==> src/rtl/s1_pontuacao.sv <==
// Scoring datapath: round error counter, per-round error memory, saturating points
// register and an iterative double-dabble converter feeding three BCD digits.
module s1_pontuacao #(
    parameter int unsigned N_RODADAS  = 16,
    parameter int unsigned ADDR_W     = 4,
    parameter int unsigned ERR_W      = 4,
    parameter int unsigned PONTOS_INI = 100,
    parameter int unsigned PESO       = 2
) (
    input  logic              clock,
    input  logic              reset,
    input  logic              zeraErro,
    input  logic              contaErro,
    input  logic              zeraMemErro,
    input  logic              regErro,
    input  logic [ADDR_W-1:0] endereco,
    input  logic              zeraPontos,
    input  logic              regPontos,
    output logic [ERR_W-1:0]  erros_rodada,
    output logic [ERR_W-1:0]  erro_lido,
    output logic [6:0]        pontos,
    output logic [3:0]        bcd_centena,
    output logic [3:0]        bcd_dezena,
    output logic [3:0]        bcd_unidade,
    output logic              bcd_valido
);

    localparam int unsigned PW = 7 + ERR_W;

    typedef enum logic [1:0] {StOcioso, StConverte, StPronto} estado_e;

    logic [ERR_W-1:0] err_q, err_d;
    logic [ERR_W-1:0] mem_q [N_RODADAS];
    logic [ERR_W-1:0] mem_d [N_RODADAS];
    logic [6:0]       pontos_q, pontos_d;
    logic             addr_ok;
    logic             pontos_wr;
    logic [PW-1:0]    penalidade;
    logic [PW-1:0]    pontos_ext;

    estado_e          estado_q, estado_d;
    logic [6:0]       bin_q, bin_d;
    logic [11:0]      acc_q, acc_d, acc_corr;
    logic [2:0]       cnt_q, cnt_d;
    logic [3:0]       centena_q, centena_d, dezena_q, dezena_d, unidade_q, unidade_d;
    logic             valido_q, valido_d;

    assign addr_ok    = (32'(endereco) < N_RODADAS);
    assign erro_lido  = addr_ok ? mem_q[endereco] : '0;
    assign penalidade = PW'(erro_lido) * PW'(PESO);
    assign pontos_ext = PW'(pontos_q);
    assign pontos_wr  = zeraPontos | regPontos;

    always_comb begin
        err_d = err_q;
        if (zeraErro) begin
            err_d = '0;
        end else if (contaErro && (err_q != '1)) begin
            err_d = err_q + 1'b1;
        end
    end

    // regErro stores the pre-edge count, so a same-cycle increment is not captured
    always_comb begin
        mem_d = mem_q;
        if (zeraMemErro) begin
            for (int i = 0; i < int'(N_RODADAS); i++) begin
                mem_d[i] = '0;
            end
        end else if (regErro && addr_ok) begin
            mem_d[endereco] = err_q;
        end
    end

    always_comb begin
        pontos_d = pontos_q;
        if (zeraPontos) begin
            pontos_d = 7'(PONTOS_INI);
        end else if (regPontos) begin
            pontos_d = (penalidade >= pontos_ext) ? 7'd0 : (pontos_q - penalidade[6:0]);
        end
    end

    always_comb begin
        acc_corr = acc_q;
        for (int k = 0; k < 3; k++) begin
            if (acc_q[4*k +: 4] >= 4'd5) begin
                acc_corr[4*k +: 4] = acc_q[4*k +: 4] + 4'd3;
            end
        end
    end

    always_comb begin
        estado_d  = estado_q;
        bin_d     = bin_q;
        acc_d     = acc_q;
        cnt_d     = cnt_q;
        centena_d = centena_q;
        dezena_d  = dezena_q;
        unidade_d = unidade_q;
        valido_d  = valido_q;
        unique case (estado_q)
            StOcioso: begin
            end
            StConverte: begin
                acc_d = {acc_corr[10:0], bin_q[6]};
                bin_d = {bin_q[5:0], 1'b0};
                cnt_d = cnt_q + 3'd1;
                if (cnt_q == 3'd6) begin
                    estado_d = StPronto;
                end
            end
            StPronto: begin
                centena_d = acc_q[11:8];
                dezena_d  = acc_q[7:4];
                unidade_d = acc_q[3:0];
                valido_d  = 1'b1;
                estado_d  = StOcioso;
            end
            default: estado_d = StOcioso;
        endcase
        // A points write always (re)starts conversion on the new value
        if (pontos_wr) begin
            estado_d = StConverte;
            bin_d    = pontos_d;
            acc_d    = '0;
            cnt_d    = '0;
            valido_d = 1'b0;
        end
    end

    always_ff @(posedge clock) begin
        if (!reset) begin
            err_q    <= '0;
            pontos_q <= '0;
            for (int i = 0; i < int'(N_RODADAS); i++) begin
                mem_q[i] <= '0;
            end
            estado_q  <= StOcioso;
            bin_q     <= '0;
            acc_q     <= '0;
            cnt_q     <= '0;
            centena_q <= '0;
            dezena_q  <= '0;
            unidade_q <= '0;
            valido_q  <= 1'b1;
        end else begin
            err_q    <= err_d;
            pontos_q <= pontos_d;
            for (int i = 0; i < int'(N_RODADAS); i++) begin
                mem_q[i] <= mem_d[i];
            end
            estado_q  <= estado_d;
            bin_q     <= bin_d;
            acc_q     <= acc_d;
            cnt_q     <= cnt_d;
            centena_q <= centena_d;
            dezena_q  <= dezena_d;
            unidade_q <= unidade_d;
            valido_q  <= valido_d;
        end
    end

    assign erros_rodada = err_q;
    assign pontos       = pontos_q;
    assign bcd_centena  = centena_q;
    assign bcd_dezena   = dezena_q;
    assign bcd_unidade  = unidade_q;
    assign bcd_valido   = valido_q;

endmodule

==> config.mk <==
export PLATFORM = sky130hd
export DESIGN_NAME = s1_pontuacao
export DESIGN_NICKNAME = d
export VERILOG_FILES = /design/src/rtl/s1_pontuacao.sv
export SDC_FILE = /design/constraint.sdc
export NUM_CORES = 1
export LEC_CHECK = 0
export ABC_AREA = 1
export BUFFER_PORTS_ARGS = -buffer_cell sky130_fd_sc_hd__buf_2
export CAP_MARGIN = 25
export CORE_MARGIN = 2
export CORE_UTILIZATION = 60
export CTS_CLUSTER_DIAMETER = 120
export DETAILED_ROUTE_END_ITERATION = 16
export GPL_ROUTABILITY_DRIVEN = 0
export PLACE_DENSITY = 0.79
export SETUP_SLACK_MARGIN = 0.5
export SKIP_CTS_REPAIR_TIMING = 1
export SLEW_MARGIN = 25
export SYNTH_ARGS = -nofsm -noshare
export SYNTH_HDL_FRONTEND = slang
export SYNTH_SLANG_ARGS = --single-unit
==> constraint.sdc <==
create_clock -name clock -period 3.3 [get_ports clock]
set_input_delay 0.66 -clock clock [delete_from_list [all_inputs] [get_ports clock]]
set_output_delay 0.66 -clock clock [all_outputs]
set_load 0.05 [all_outputs]
==> results of run 1 <==
## worst max-delay path by stage
stage | slack, ps | start | end | depth (start not counted)
after global routing | 520 | endereco[3] | bin_q[2]$_SDFFE_PN0P_ | 16
final | 660 | endereco[0] | bin_q[6]$_SDFFE_PN0P_ | 19
after CTS | 540 | endereco[1] | bin_q[6]$_SDFFE_PN0P_ | 17
after global placement | 290 | endereco[1] | bin_q[6]$_SDFFE_PN0P_ | 17
after detailed placement | 170 | endereco[1] | bin_q[6]$_SDFFE_PN0P_ | 17
after floorplan | 250 | endereco[0] | bin_q[0]$_SDFFE_PN0P_ | 18
## area by class of cell
type | instances | share of cell area
multi-input combinational | 461 | 0.4607
sequential | 112 | 0.3937
timing repair buffer | 45 | 0.04965
inverter | 54 | 0.03647
tap | 105 | 0.02307
clock buffer | 9 | 0.02175
clock inverter | 7 | 0.01472
## per-layer routing
metal  up-vias  GRT usage  routed length, um
met5         -          0                  0
met3        23    0.06265               1042
met1      2104     0.3988               5465
met4         0    0.08216                188
li1       2308          -                  -
met2       191     0.4242               5587
## tightest hold or removal path: stages, from the launching register on
cell and delay (ps):
sky130_fd_sc_hd__dfxtp_1 330, sky130_fd_sc_hd__nand2_1 60, sky130_fd_sc_hd__a21oi_1 50
## through the flow
stage | util | setup WS [ps]
5_1_grt | 0.6897 | 519.7
6_report | 0.6897 | 659.8
2_1_floorplan | - | 245.9
4_1_cts | 0.6855 | 535.3
3_3_place_gp | 0.6600 | 290.0
3_5_place_dp | 0.6603 | 168.0
## power groups by stage
stage	logic (uW)	registers, uW	clock network [uW]
after floorplan	157	1430	0
after global placement	229	1420	0
after detailed placement	236	1420	0
after CTS	239	1390	833
after global routing	272	1390	893
final	246	1390	818
## synthesized netlist by cell type
cell,number
sky130_fd_sc_hd__a211oi_1,42
sky130_fd_sc_hd__buf_2,9
sky130_fd_sc_hd__clkbuf_1,13
sky130_fd_sc_hd__nor3_1,3
sky130_fd_sc_hd__inv_1,43
sky130_fd_sc_hd__o22ai_1,1
sky130_fd_sc_hd__o21ai_0,55
sky130_fd_sc_hd__dfxtp_1,112
sky130_fd_sc_hd__xor2_1,6
sky130_fd_sc_hd__or2_1,1
sky130_fd_sc_hd__nor4_1,1
sky130_fd_sc_hd__nor2_2,4
sky130_fd_sc_hd__nor2_4,17
sky130_fd_sc_hd__nand2_2,4
sky130_fd_sc_hd__a21oi_1,57
sky130_fd_sc_hd__a22oi_1,32
sky130_fd_sc_hd__nand2_1,106
sky130_fd_sc_hd__a31oi_1,4
sky130_fd_sc_hd__nand3_1,32
sky130_fd_sc_hd__fa_1,1
sky130_fd_sc_hd__or2_2,4
sky130_fd_sc_hd__ha_1,13
sky130_fd_sc_hd__clkinv_1,2
sky130_fd_sc_hd__inv_2,9
sky130_fd_sc_hd__nor2_1,69
sky130_fd_sc_hd__nand4_1,6
sky130_fd_sc_hd__buf_4,2
sky130_fd_sc_hd__nand2_4,3
## registers in the layout, summed over array words and instances (netlist names)
| signal | flops |
|---|---|
| acc_q | 12 |
| bcd_unidade | 4 |
| estado_q | 2 |
| erros_rodada | 4 |
| pontos | 7 |
| bin_q | 7 |
| bcd_dezena | 4 |
| mem_q | 64 |
| bcd_valido | 1 |
| cnt_q | 3 |
| bcd_centena | 4 |
## cells by family (layout without fill, tap and decap cells)
group,count (synthesis),in the layout,share of synthesized area
AOI/OAI and AO/OA,191,191,0.2241
and+or+nand+nor,250,250,0.2310
DFF,112,112,0.4380
adders and majority gates,14,14,0.03569
xor gates and xnor gates,6,6,0.01027
buffers and inverters,78,115,0.06086
==> impl_results.rst, run 1 <==
.. list-table::
   :header-rows: 1

   * - Metric
     - Value
   * - Result of the run
     - completed
   * - RSZ-0062 raised after global routing
     - no
   * - Synth Cell Area
     - 5119 um^2
   * - Total clock sinks
     - 112
   * - Most frequent cell on the critical path
     - sky130_fd_sc_hd__nand2_1
   * - Critical path endpoint category
     - flop
   * - Diodes inserted
     - 0
   * - Reg2reg end
     - bin_q[6]$_SDFFE_PN0P_
   * - Worst hold path endpoint
     - mem_q[61]$_SDFFE_PP0P_
   * - Switching part of the total
     - 0.2905
   * - Starting DRC count in detailed routing
     - 374
   * - DRC viols
     - 0
   * - Power after layout
     - 2451 uW
   * - Cell chain of the critical path
     - clkbuf_4 > inv_2 > nor2_4 > buf_12 > a22oi_1 > nand2_1 > nand2_1 > nand4_1 > ha_2 > inv_2 > fa_2 > nand4_1 > nand2_1 > nand2_1 > nand2_2 > nand3_1 > nand2_1 > nand2_1 > nand2_1
   * - Sum of overflow across all layers after global routing
     - 0
   * - Fraction of power consumed by combinational cells
     - 0.100
   * - Core Footprint
     - between 8000 and 9000 um^2
   * - Internal power
     - 1739 uW
   * - Post-route cell area
     - 5695 um^2
   * - Leading area contributor after synthesis
     - sky130_fd_sc_hd__dfxtp_1
   * - Sequential Area
     - about 2200 um^2
   * - CTS tree
     - yes
   * - Total CTS buffers
     - 9
   * - Number of unique standard cell types used by synthesis
     - 28
   * - Final count of pins violating max slew
     - 0
   * - Cells after Synth
     - 651
   * - Required time of the critical path
     - about 3600 ps
   * - Number of antenna violations at the first check in global routing
     - 0
   * - Slew at the pin closest to its max-slew limit
     - 721.3 ps
   * - NetSw
     - 712.0 uW
   * - CTS Root Cell
     - sky130_fd_sc_hd__clkbuf_8
   * - Via Count
     - 4626
   * - Crit start category
     - primary input
   * - Via density per instance
     - 5.834
   * - Final standard cell count with taps included and fillers excluded
     - a little under 800
   * - Clock transition at the register clock pins on the worst setup and hold paths after CTS
     - 110 ps
   * - Static leakage
     - 0.002202 uW
   * - DIE AREA
     - 9286 um^2
   * - Slew Limit Headroom
     - 0.5191
   * - Worst Skew
     - 14.31 ps
   * - Crit Path Max Fanout
     - 17
   * - Total of buffers placed on input and output ports
     - 39
   * - Final Setup Violations
     - 0
   * - Horiz. Die Dim
     - 96.37 um
   * - Vias in the first global route
     - slightly above 4k
   * - Row count
     - 33
   * - Count of warnings emitted by yosys
     - 0
   * - Critical setup path kind
     - in2reg
   * - Clock Tree Buf Depth
     - 2
   * - Number of cell instances on the worst register-to-register path
     - 15
   * - Count of antenna-violating nets left after detailed routing
     - 0
   * - Per-cell routed wire length
     - 15.49 um
   * - Final Hold Violating Endpoints
     - 0
   * - First-pass GRT wire length
     - 20020 um
   * - Placed standard-cell area
     - 5453 um^2
   * - Buf/Inv on CP
     - 4
   * - Area of combinational cells with multiple inputs
     - 2624 um^2
   * - Synthesized area divided by synthesized cell count
     - 7.863 um^2
   * - Critical path's largest stage delay
     - 410 ps
   * - P&R area growth vs syn
     - 11.27%
   * - Arrival time worst endpoint
     - 2920 ps
   * - I/O pin count
     - 40
   * - Router iterations before antenna repair
     - 5
   * - Family with the most delay on the worst path
     - simple AND/OR/NAND/NOR gates
   * - Most common cell after layout, fill and taps aside
     - sky130_fd_sc_hd__dfxtp_1
   * - Most frequent cells in the layout
     - 112 x sky130_fd_sc_hd__dfxtp_1, 104 x sky130_fd_sc_hd__nand2_1, 69 x sky130_fd_sc_hd__nor2_1
   * - Register bit total from synthesis
     - about 110
   * - Share of cells above drive strength 1
     - 0.1672
   * - Number of inserted filler cells in the final layout
     - 679
   * - Maximum number of pins on one net before global-route repair
     - 65
   * - Cell Count Post-Placement
     - 775
   * - Setup TNS after final layout
     - 0 ps
   * - Skew-Pair Late Insertion Delay
     - 380 ps
   * - Net count after synthesis
     - 677
   * - Maximum vdd ir drop
     - between 0.0002 and 0.00025 V
   * - Tmin final
     - 2640 ps
   * - Reg-to-reg slack, setup
     - roughly 1000 ps
   * - Sequential cell area fraction in the yosys report
     - 0.4380
   * - Final net count
     - 709
   * - Crit-path slowest cell
     - sky130_fd_sc_hd__fa_2
   * - Routed WL
     - 12280 um
   * - Number of cells on the worst hold path
     - 2
   * - Ranking of synthesized cells by area
     - sky130_fd_sc_hd__dfxtp_1 44%, sky130_fd_sc_hd__nand2_1 7.8%, sky130_fd_sc_hd__a211oi_1 6.2%
   * - Number of violations of the max-capacitance limit
     - 0
   * - Power share of the sequential group
     - 0.566
   * - Initial core utilization
     - 0.6198
   * - Final hold slack
     - 475.8 ps
   * - Height of the chip
     - 96.37 um
   * - Worst flop-to-flop path startpoint
     - mem_q[28]$_SDFFE_PP0P_
   * - Clk network pwr share
     - 0.334
   * - Startpoint of the lowest-slack hold path
     - mem_q[61]$_SDFFE_PP0P_
   * - Min-delay worst type
     - reg2reg
   * - Max H-tree Level
     - 3
   * - Final HPWL DP
     - 8527 um
   * - Top cell type's share of synthesized area
     - 0.4380
   * - Power density normalized to cell area
     - 430.4 nW/um^2
   * - Total track usage
     - 0.2797
   * - Highest clock frequency the design can meet
     - 378.8 MHz
   * - Crit share post-route
     - 0.8000
(Power assumes the default switching activity.)
==> run 2, diff against run 1 <==
- CORE_UTILIZATION: 60 -> 54
- PLACE_DENSITY: 0.79 -> 0.75
- clock period: 3.3 -> 2.2 ns (I/O delays scaled with it)
==> run 2 against run 1 <==
Net effect:
- critical path type unchanged
- first-iteration DRC count decreased by 32%
- die area increased by 11%
- count of clock-buffer cells in the layout unchanged
- via count increased by 1.1%
- clock skew increased by 2.7 ps
- largest power group unchanged
- total power increased by 55%
- the run now ends with negative setup slack left
==> impl_results.rst, run 2 (synthesized netlist as in run 1, its figures left out) <==
.. list-table::
   :header-rows: 1

   * - Metric
     - Value
   * - Result of the run
     - finished, violations left
   * - Violated checks
     - negative setup slack
   * - Most frequent cells in the layout
     - 111 x sky130_fd_sc_hd__dfxtp_1, 99 x sky130_fd_sc_hd__nand2_1, 67 x sky130_fd_sc_hd__nor2_1
   * - Post-route cell area
     - 6178 um^2 (+8.5%)
   * - Final Setup Violations
     - 8 (+8)
   * - DRC viols
     - 0 (unchanged)
   * - P&R area growth vs syn
     - 20.70%
   * - Final hold slack
     - 358.0 ps (-117.9 ps)
   * - Count of antenna-violating nets left after detailed routing
     - 0 (unchanged)
   * - Total CTS buffers
     - 9 (unchanged)
   * - CTS Root Cell
     - sky130_fd_sc_hd__clkbuf_8
   * - Sum of overflow across all layers after global routing
     - 0 (unchanged)
   * - Horiz. Die Dim
     - 101.4 um (+5.2%)
   * - Starting DRC count in detailed routing
     - 255 (-32%)
   * - Number of cell instances on the worst register-to-register path
     - 15 (unchanged)
   * - Worst flop-to-flop path startpoint
     - mem_q[32]$_SDFFE_PP0P_
   * - Top flop regs
     - mem_q: 64 flops, acc_q: 12 flops
   * - Router iterations before antenna repair
     - 5 (unchanged)
   * - Total clock sinks
     - 112 (unchanged)
   * - Height of the chip
     - 101.4 um (+5.2%)
   * - Maximum number of pins on one net before global-route repair
     - 65 (unchanged)
   * - Reg-to-reg slack, setup
     - 80 ps (-960 ps)
   * - Share of cells above drive strength 1
     - 0.2440 (+0.07689)
   * - CTS tree
     - yes
   * - Total track usage
     - 0.2434 (-0.03621)
   * - Power after layout
     - 3798 uW (+55%)
   * - Routed WL
     - 12720 um (+3.5%)
   * - Clock Tree Buf Depth
     - 2 (unchanged)
   * - First-pass GRT wire length
     - 19910 um (-0.51%)
   * - Largest register FFs
     - 64 (unchanged)
   * - Number of inserted filler cells in the final layout
     - 767 (+13%)
   * - RSZ-0062 raised after global routing
     - yes
   * - Crit Path Max Fanout
     - 8 (-9)
   * - Final net count
     - 734 (+3.5%)
   * - Reg2reg end
     - bin_q[0]$_SDFFE_PN0P_
   * - Final HPWL DP
     - 8544 um (+0.21%)
   * - Row count
     - 35 (+6.1%)
   * - Most flop-heavy register
     - mem_q
   * - Required time of the critical path
     - 2500 ps (-1080 ps)
   * - Static leakage
     - 0.002380 uW (+8.1%)
   * - Initial core utilization
     - 0.5540 (-0.06589)
   * - Worst Skew
     - 16.97 ps (+2.653 ps)
   * - DIE AREA
     - 10270 um^2 (+11%)
   * - Critical setup path kind
     - in2reg
   * - Vias in the first global route
     - 4238 (+2.8%)
   * - Clock transition at the register clock pins on the worst setup and hold paths after CTS
     - 120 ps (about the same)
   * - Skew-Pair Late Insertion Delay
     - 390 ps (about the same)
   * - Final Hold Violating Endpoints
     - 0 (unchanged)
   * - Placed standard-cell area
     - 5658 um^2 (+3.8%)
   * - Start point of the critical path
     - endereco[1]
   * - Slew at the pin closest to its max-slew limit
     - 703.5 ps (-17.86 ps)
   * - Power density normalized to cell area
     - 614.7 nW/um^2 (+43%)
   * - Number of antenna violations at the first check in global routing
     - 0 (unchanged)
   * - Most common cell after layout, fill and taps aside
     - sky130_fd_sc_hd__dfxtp_1
   * - Highest clock frequency the design can meet
     - 445.9 MHz
   * - Total of buffers placed on input and output ports
     - 39 (unchanged)
   * - Via Count
     - 4675 (+1.1%)
   * - Slew Limit Headroom
     - 0.5310 (+0.01191)
   * - Arrival time worst endpoint
     - 2540 ps (-380 ps)
   * - I/O pin count
     - 40 (unchanged)
   * - Max H-tree Level
     - 3 (unchanged)
   * - Crit share post-route
     - 1.019
   * - Final count of pins violating max slew
     - 0 (unchanged)
   * - Tmin final
     - approximately 2200 ps
   * - Critical path endpoint category
     - flop
   * - Min-delay worst type
     - in2reg
   * - Core Footprint
     - 9240 um^2 (+12%)
   * - Diodes inserted
     - 0 (unchanged)
   * - Via density per instance
     - 5.552 (-4.8%)
   * - Number of violations of the max-capacitance limit
     - 0 (unchanged)
   * - Per-cell routed wire length
     - 15.10 um (-2.5%)
   * - Capture point of the critical path
     - pontos[1]$_SDFF_PN0_
   * - Fin worst setup slack
     - -42.56 ps (-702.4 ps)
   * - Maximum vdd ir drop
     - 0.0003820 V (+83%)
   * - Crit start category
     - primary input
[run 2: cell count changes in the layout (fill, tap and decap cells not counted), sizes merged]
cell	previous run	this run
buf	43	68
[run 2: layout make-up]
class,instances,area (um^2),share of cell area
multi-input cells,461,2775,0.4492
flip-flops and latches,112,2243,0.3631
repair buffers,70,565.5,0.09153
inverters,54,215.2,0.03483
well taps,129,161.4,0.02612
clock buffers,9,123.9,0.02005
clock inverters,7,93.84,0.01519
[run 2: worst min path at each step]
stage / start / end / slack, ps / depth (start not counted)
6_report: zeraErro / erros_rodada[2]$_SDFFE_PP0P_ / 360 / 4
2_1_floorplan: acc_q[3]$_SDFFE_PP0P_ / acc_q[3]$_SDFFE_PP0P_ / 440 / 2
3_3_place_gp: mem_q[63]$_SDFFE_PP0P_ / mem_q[63]$_SDFFE_PP0P_ / 450 / 2
4_1_cts: zeraErro / erros_rodada[2]$_SDFFE_PP0P_ / 360 / 4
3_5_place_dp: acc_q[3]$_SDFFE_PP0P_ / acc_q[3]$_SDFFE_PP0P_ / 460 / 2
5_1_grt: zeraErro / erros_rodada[2]$_SDFFE_PP0P_ / 360 / 4
[run 2: critical path, stage by stage]
cell and delay, ps:
sky130_fd_sc_hd__buf_12 90, sky130_fd_sc_hd__inv_4 30, sky130_fd_sc_hd__nor2_4 200, sky130_fd_sc_hd__clkbuf_16 210, sky130_fd_sc_hd__a22oi_2 70, sky130_fd_sc_hd__nand2_1 80, sky130_fd_sc_hd__nand2_1 70, sky130_fd_sc_hd__nand4_1 210
sky130_fd_sc_hd__inv_2 70, sky130_fd_sc_hd__ha_4 300, sky130_fd_sc_hd__inv_4 40, sky130_fd_sc_hd__nor3_4 160, sky130_fd_sc_hd__nand2_1 120, sky130_fd_sc_hd__nand2_2 120, sky130_fd_sc_hd__nand2_4 80, sky130_fd_sc_hd__buf_4 150
sky130_fd_sc_hd__nand2_1 60, sky130_fd_sc_hd__nor2_1 40
[run 2: report_power, final]
part	switching, uW	internal, uW
Clock	806	466
Combinational	293	148
Sequential	28.9	2060
[run 2: metal layers]
layer / GRT usage / wire length (um) / vias to the layer above
met4: 0.06549 / 129 / 0
met2: 0.3923 / 6105 / 136
li1: - / - / 2355
met5: 0 / 0 / -
met3: 0.04969 / 713 / 13
met1: 0.3341 / 5766 / 2171
[run 2: per-stage QoR]
| step | cells | utilization | setup slack (ps) | setup TNS [ps] |
|---|---|---|---|---|
| 5_1_grt | 842 | 0.6687 | -148.9 | -1265 |
| 3_5_place_dp | 819 | 0.6123 | -526.3 | -6469 |
| 3_3_place_gp | 819 | 0.6121 | -492.5 | -6093 |
| 6_report | 842 | 0.6687 | -42.56 | -161.3 |
| 2_1_floorplan | 651 | - | -634.1 | -7426 |
| 4_1_cts | 835 | 0.6359 | -121.2 | -981.3 |
==> run 3, diff against run 2 <==
--- a/config.mk
+++ b/config.mk
@@ -6,5 +6,4 @@
 export NUM_CORES = 1
 export LEC_CHECK = 0
-export ABC_AREA = 1
 export BUFFER_PORTS_ARGS = -buffer_cell sky130_fd_sc_hd__buf_2
 export CAP_MARGIN = 25
==> constraint.sdc (replaced) <==
create_clock -name clock -period 2.2 [get_ports clock]
set_input_delay 0.22 -clock clock [delete_from_list [all_inputs] [get_ports clock]]
set_output_delay 0.22 -clock clock [all_outputs]
set_load 0.05 [all_outputs]
==> run 3 against run 2 <==
Net effect:
- the run still ends with negative setup slack left
- final cell count decreased by 8.3%
- critical path depth decreased by 10
- sequential share of layout area increased by 0.72 points
- non-clock buffer count increased by 15
- register-to-register slack got worse by 610 ps
- area after synthesis increased by 0.86%
- largest power group unchanged
==> impl_results.rst, run 3 <==
.. list-table::
   :header-rows: 1

   * - Metric
     - Value
   * - Slew at the pin closest to its max-slew limit
     - 700.8 ps (-2.642 ps)
   * - Count of antenna-violating nets left after detailed routing
     - 0 (unchanged)
   * - NetSw
     - 1019 uW (-9.7%)
   * - Highest-utilization routing layer at the global route stage
     - met2
   * - Share of cells above drive strength 1
     - 0.2348 (-0.009203)
   * - Synthesized area divided by synthesized cell count
     - 8.840 um^2 (+12%)
   * - Static leakage
     - 0.002308 uW (-3.0%)
   * - Final hold slack
     - 140.0 ps (-218.0 ps)
   * - Via density per instance
     - 5.733 (+3.3%)
   * - CTS tree
     - yes
   * - Via Count
     - 4426 (-5.3%)
   * - Slew Limit Headroom
     - 0.5317 (+0.0006300)
   * - Register bit total from synthesis
     - 112 (unchanged)
   * - Worst flop-to-flop path startpoint
     - mem_q[63]$_SDFFE_PP0P_
   * - Result of the run
     - finished, violations left
   * - Skew-Pair Late Insertion Delay
     - 380 ps (about the same)
   * - Met3 Use GR
     - 0.05728 (+0.007591)
   * - Critical path endpoint category
     - flop
   * - P&R area growth vs syn
     - 17.69%
   * - Most flop-heavy register
     - mem_q
   * - Power density normalized to cell area
     - 598.1 nW/um^2 (-2.7%)
   * - Post-synth top flop
     - sky130_fd_sc_hd__dfxtp_1
   * - Met2 capacity usage during global routing
     - 0.4271 (+0.03487)
   * - Most frequent cells in the layout
     - 106 x sky130_fd_sc_hd__dfxtp_1, 87 x sky130_fd_sc_hd__nand2_1, 63 x sky130_fd_sc_hd__a21oi_1
   * - Reg-to-reg slack, setup
     - -530 ps (-610 ps)
   * - Clk network pwr share
     - 0.337 (+0.002)
   * - Arrival time worst endpoint
     - 2960 ps (+420 ps)
   * - Final Hold Violating Endpoints
     - 0 (unchanged)
   * - Maximum vdd ir drop
     - 0.0004033 V (+5.6%)
   * - Synth Cell Area
     - 5162 um^2 (+0.86%)
   * - Setup TNS after final layout
     - -6662 ps (-6501 ps)
   * - Number of inserted filler cells in the final layout
     - 745 (-2.9%)
   * - Number of cell instances on the worst register-to-register path
     - 8 (-7)
   * - Height of the chip
     - 101.8 um (+0.41%)
   * - Crit share post-route
     - 1.239 (+0.2194)
   * - Sum of overflow across all layers after global routing
     - 0 (unchanged)
   * - Clock Tree Buf Depth
     - 2 (unchanged)
   * - Most common cell after layout, fill and taps aside
     - sky130_fd_sc_hd__dfxtp_1
   * - I/O pin count
     - 40 (unchanged)
   * - Final HPWL DP
     - 8653 um (+1.3%)
   * - Min-delay worst type
     - in2reg
   * - Per-cell routed wire length
     - 16.27 um (+7.7%)
   * - Violated checks
     - negative setup slack
   * - Sequential cell area fraction in the yosys report
     - 0.4343 (-0.003716)
   * - Routed WL
     - 12560 um (-1.2%)
   * - Initial core utilization
     - 0.5587 (+0.004739)
   * - Final Setup Violations
     - 16 (+8)
   * - DRC viols
     - 0 (unchanged)
   * - Starting DRC count in detailed routing
     - 248 (-2.7%)
   * - RSZ-0062 raised after global routing
     - yes
   * - Most frequent cell after synthesis
     - sky130_fd_sc_hd__dfxtp_1
   * - Leading area contributor after synthesis
     - sky130_fd_sc_hd__dfxtp_1
   * - Cells after Synth
     - 584 (-10%)
   * - Net count after synthesis
     - 610 (-9.9%)
   * - Number of unique standard cell types used by synthesis
     - 45 (+61%)
   * - Total track usage
     - 0.2472 (+0.003757)
   * - Fraction of power consumed by combinational cells
     - 0.093 (-0.023)
   * - Highest clock frequency the design can meet
     - 366.9 MHz (-18%)
   * - Clock transition at the register clock pins on the worst setup and hold paths after CTS
     - 120 ps (about the same)
   * - Top cell type's share of synthesized area
     - 0.4343 (-0.003716)
   * - Crit Path Max Fanout
     - 6 (-2)
   * - Final net count
     - 664 (-9.5%)
   * - Maximum number of pins on one net before global-route repair
     - 65 (unchanged)
   * - Critical setup path kind
     - reg2reg
   * - Row count
     - 35 (unchanged)
   * - Router iterations before antenna repair
     - 5 (unchanged)
   * - Capture point of the critical path
     - bin_q[0]$_SDFFE_PN0P_
   * - Ranking of synthesized cells by area
     - sky130_fd_sc_hd__dfxtp_1 43%, sky130_fd_sc_hd__nand2_1 6.4%, sky130_fd_sc_hd__a21oi_1 6.3%
   * - Number of violations of the max-capacitance limit
     - 0 (unchanged)
   * - Switching part of the total
     - 0.2804 (-0.01655)
   * - Total of buffers placed on input and output ports
     - 39 (unchanged)
   * - Reg2reg end
     - bin_q[0]$_SDFFE_PN0P_
   * - Total CTS buffers
     - 9 (unchanged)
   * - Internal power
     - 2615 uW (-2.1%)
   * - Total clock sinks
     - 112 (unchanged)
   * - Global Route met1 Usage
     - 0.3017 (-0.03230)
   * - Fin worst setup slack
     - -525.3 ps (-482.7 ps)
   * - Top cells by count, synth
     - 112 x sky130_fd_sc_hd__dfxtp_1, 88 x sky130_fd_sc_hd__nand2_1, 65 x sky130_fd_sc_hd__a21oi_1, 51 x sky130_fd_sc_hd__nor2_1, 48 x sky130_fd_sc_hd__o21ai_0
   * - Tmin final
     - 2725 ps (+482.7 ps)
   * - Worst Skew
     - 16.24 ps (-0.7290 ps)
   * - Top flop regs
     - mem_q: 64 flops, acc_q: 12 flops
   * - Start point of the critical path
     - mem_q[63]$_SDFFE_PP0P_
   * - Sequential Area
     - 2250 um^2 (+0.28%)
   * - Largest register FFs
     - 64 (unchanged)
   * - CTS Root Cell
     - sky130_fd_sc_hd__clkbuf_8
   * - Count of warnings emitted by yosys
     - 0 (unchanged)
   * - Max H-tree Level
     - 3 (unchanged)
   * - Count of flip-flops with a built-in enable after synthesis
     - 0 (unchanged)
   * - Vias in the first global route
     - 4283 (+1.1%)
   * - Area of combinational cells with multiple inputs
     - 2811 um^2 (+1.3%)
   * - Crit start category
     - flop
   * - Diodes inserted
     - 0 (unchanged)
   * - Horiz. Die Dim
     - 101.8 um (+0.41%)
   * - First-pass GRT wire length
     - 20290 um (+1.9%)
   * - Core Footprint
     - 9240 um^2 (unchanged)
   * - DIE AREA
     - 10360 um^2 (+0.82%)
   * - Final count of pins violating max slew
     - 0 (unchanged)
   * - Power share of the sequential group
     - 0.570 (+0.021)
   * - Synth async-reset ratio
     - 0 (unchanged)
   * - Number of antenna violations at the first check in global routing
     - 0 (unchanged)
   * - Required time of the critical path
     - 2440 ps (-60 ps)
## run 3: cell count changes in the layout (fill, tap and decap cells not counted), sizes merged, moves of 25 or more
| cell | previous run | this run |
|---|---|---|
| nand2 | 113 | 88 |
| nor2 | 90 | 51 |
| inv | 55 | 21 |
| a22oi | 32 | 3 |
| a211oi | 42 | 1 |
| mux2i | 0 | 27 |
## run 3: cells by family (layout without fill, tap and decap cells)
kind of cell               after synthesis  in the layout  share of synthesized area
and+or+nand+nor                        193            193                     0.1648
AOI/OAI and AO/OA                      149            149                     0.1670
DFF                                    112            112                     0.4343
buffers and inverters                   58            117                    0.04726
muxes                                   46             46                     0.1309
adders and majority gates               14             14                    0.03539
xor gates and xnor gates                12             12                    0.02036
## run 3: worst min-delay path by stage
stage	end	startpoint	depth (start not counted)	slack, ps
after floorplan	erros_rodada[1]$_SDFFE_PP0P_	contaErro	2	380
after global placement	bcd_unidade[1]$_SDFFE_PN0P_	bcd_unidade[1]$_SDFFE_PN0P_	2	440
after detailed placement	bcd_unidade[2]$_SDFFE_PN0P_	bcd_unidade[2]$_SDFFE_PN0P_	2	440
after CTS	pontos[1]$_SDFF_PN0_	zeraPontos	2	120
after global routing	bcd_valido$_SDFFE_PN1P_	reset	2	130
final	erros_rodada[1]$_SDFFE_PP0P_	contaErro	3	140
## run 3: worst max-delay path, cell delays in order (launching register included)
cell,delay (ps)
sky130_fd_sc_hd__dfxtp_2,350
sky130_fd_sc_hd__mux4_2,460
sky130_fd_sc_hd__a22o_1,260
sky130_fd_sc_hd__a221oi_2,270
sky130_fd_sc_hd__ha_1,250
sky130_fd_sc_hd__nor4bb_2,350
sky130_fd_sc_hd__nand3_2,180
sky130_fd_sc_hd__o2111ai_4,330
sky130_fd_sc_hd__o22ai_1,140
## run 3: power by group through the flow
stage / logic (uW) / registers, uW / clock network, uW
detailed placement: 317 / 2110 / 0
finish: 337 / 2070 / 1230
floorplan: 185 / 2140 / 0
CTS: 318 / 2070 / 1240
global route: 362 / 2070 / 1320
global placement: 308 / 2110 / 0
## run 3: cell type report
type | count | area share
tap | 129 | 0.02657
inverter | 16 | 0.009885
timing repair buffer | 85 | 0.09864
clock buffer | 9 | 0.02039
clock inverter | 7 | 0.01153
multi-input combinational | 414 | 0.4627
sequential | 112 | 0.3703
## run 3: per-stage QoR
step	instances	area, um^2	power [uW]	setup slack [ps]	util
2_1_floorplan	584	5234	2323	-430.6	-
3_3_place_gp	753	5728	2421	-731.8	0.6199
3_5_place_dp	753	5728	2431	-787.4	0.6199
4_1_cts	769	5922	3625	-520.7	0.6409
5_1_grt	772	6076	3754	-612.3	0.6575
6_report	772	6076	3634	-525.3	0.6575
## run 3: routing by layer
layer / wire length, um / up-vias
met2: 6472 / 140
met5: 0 / -
li1: - / 2144
met3: 581 / 29
met1: 5216 / 2113
met4: 289 / 0
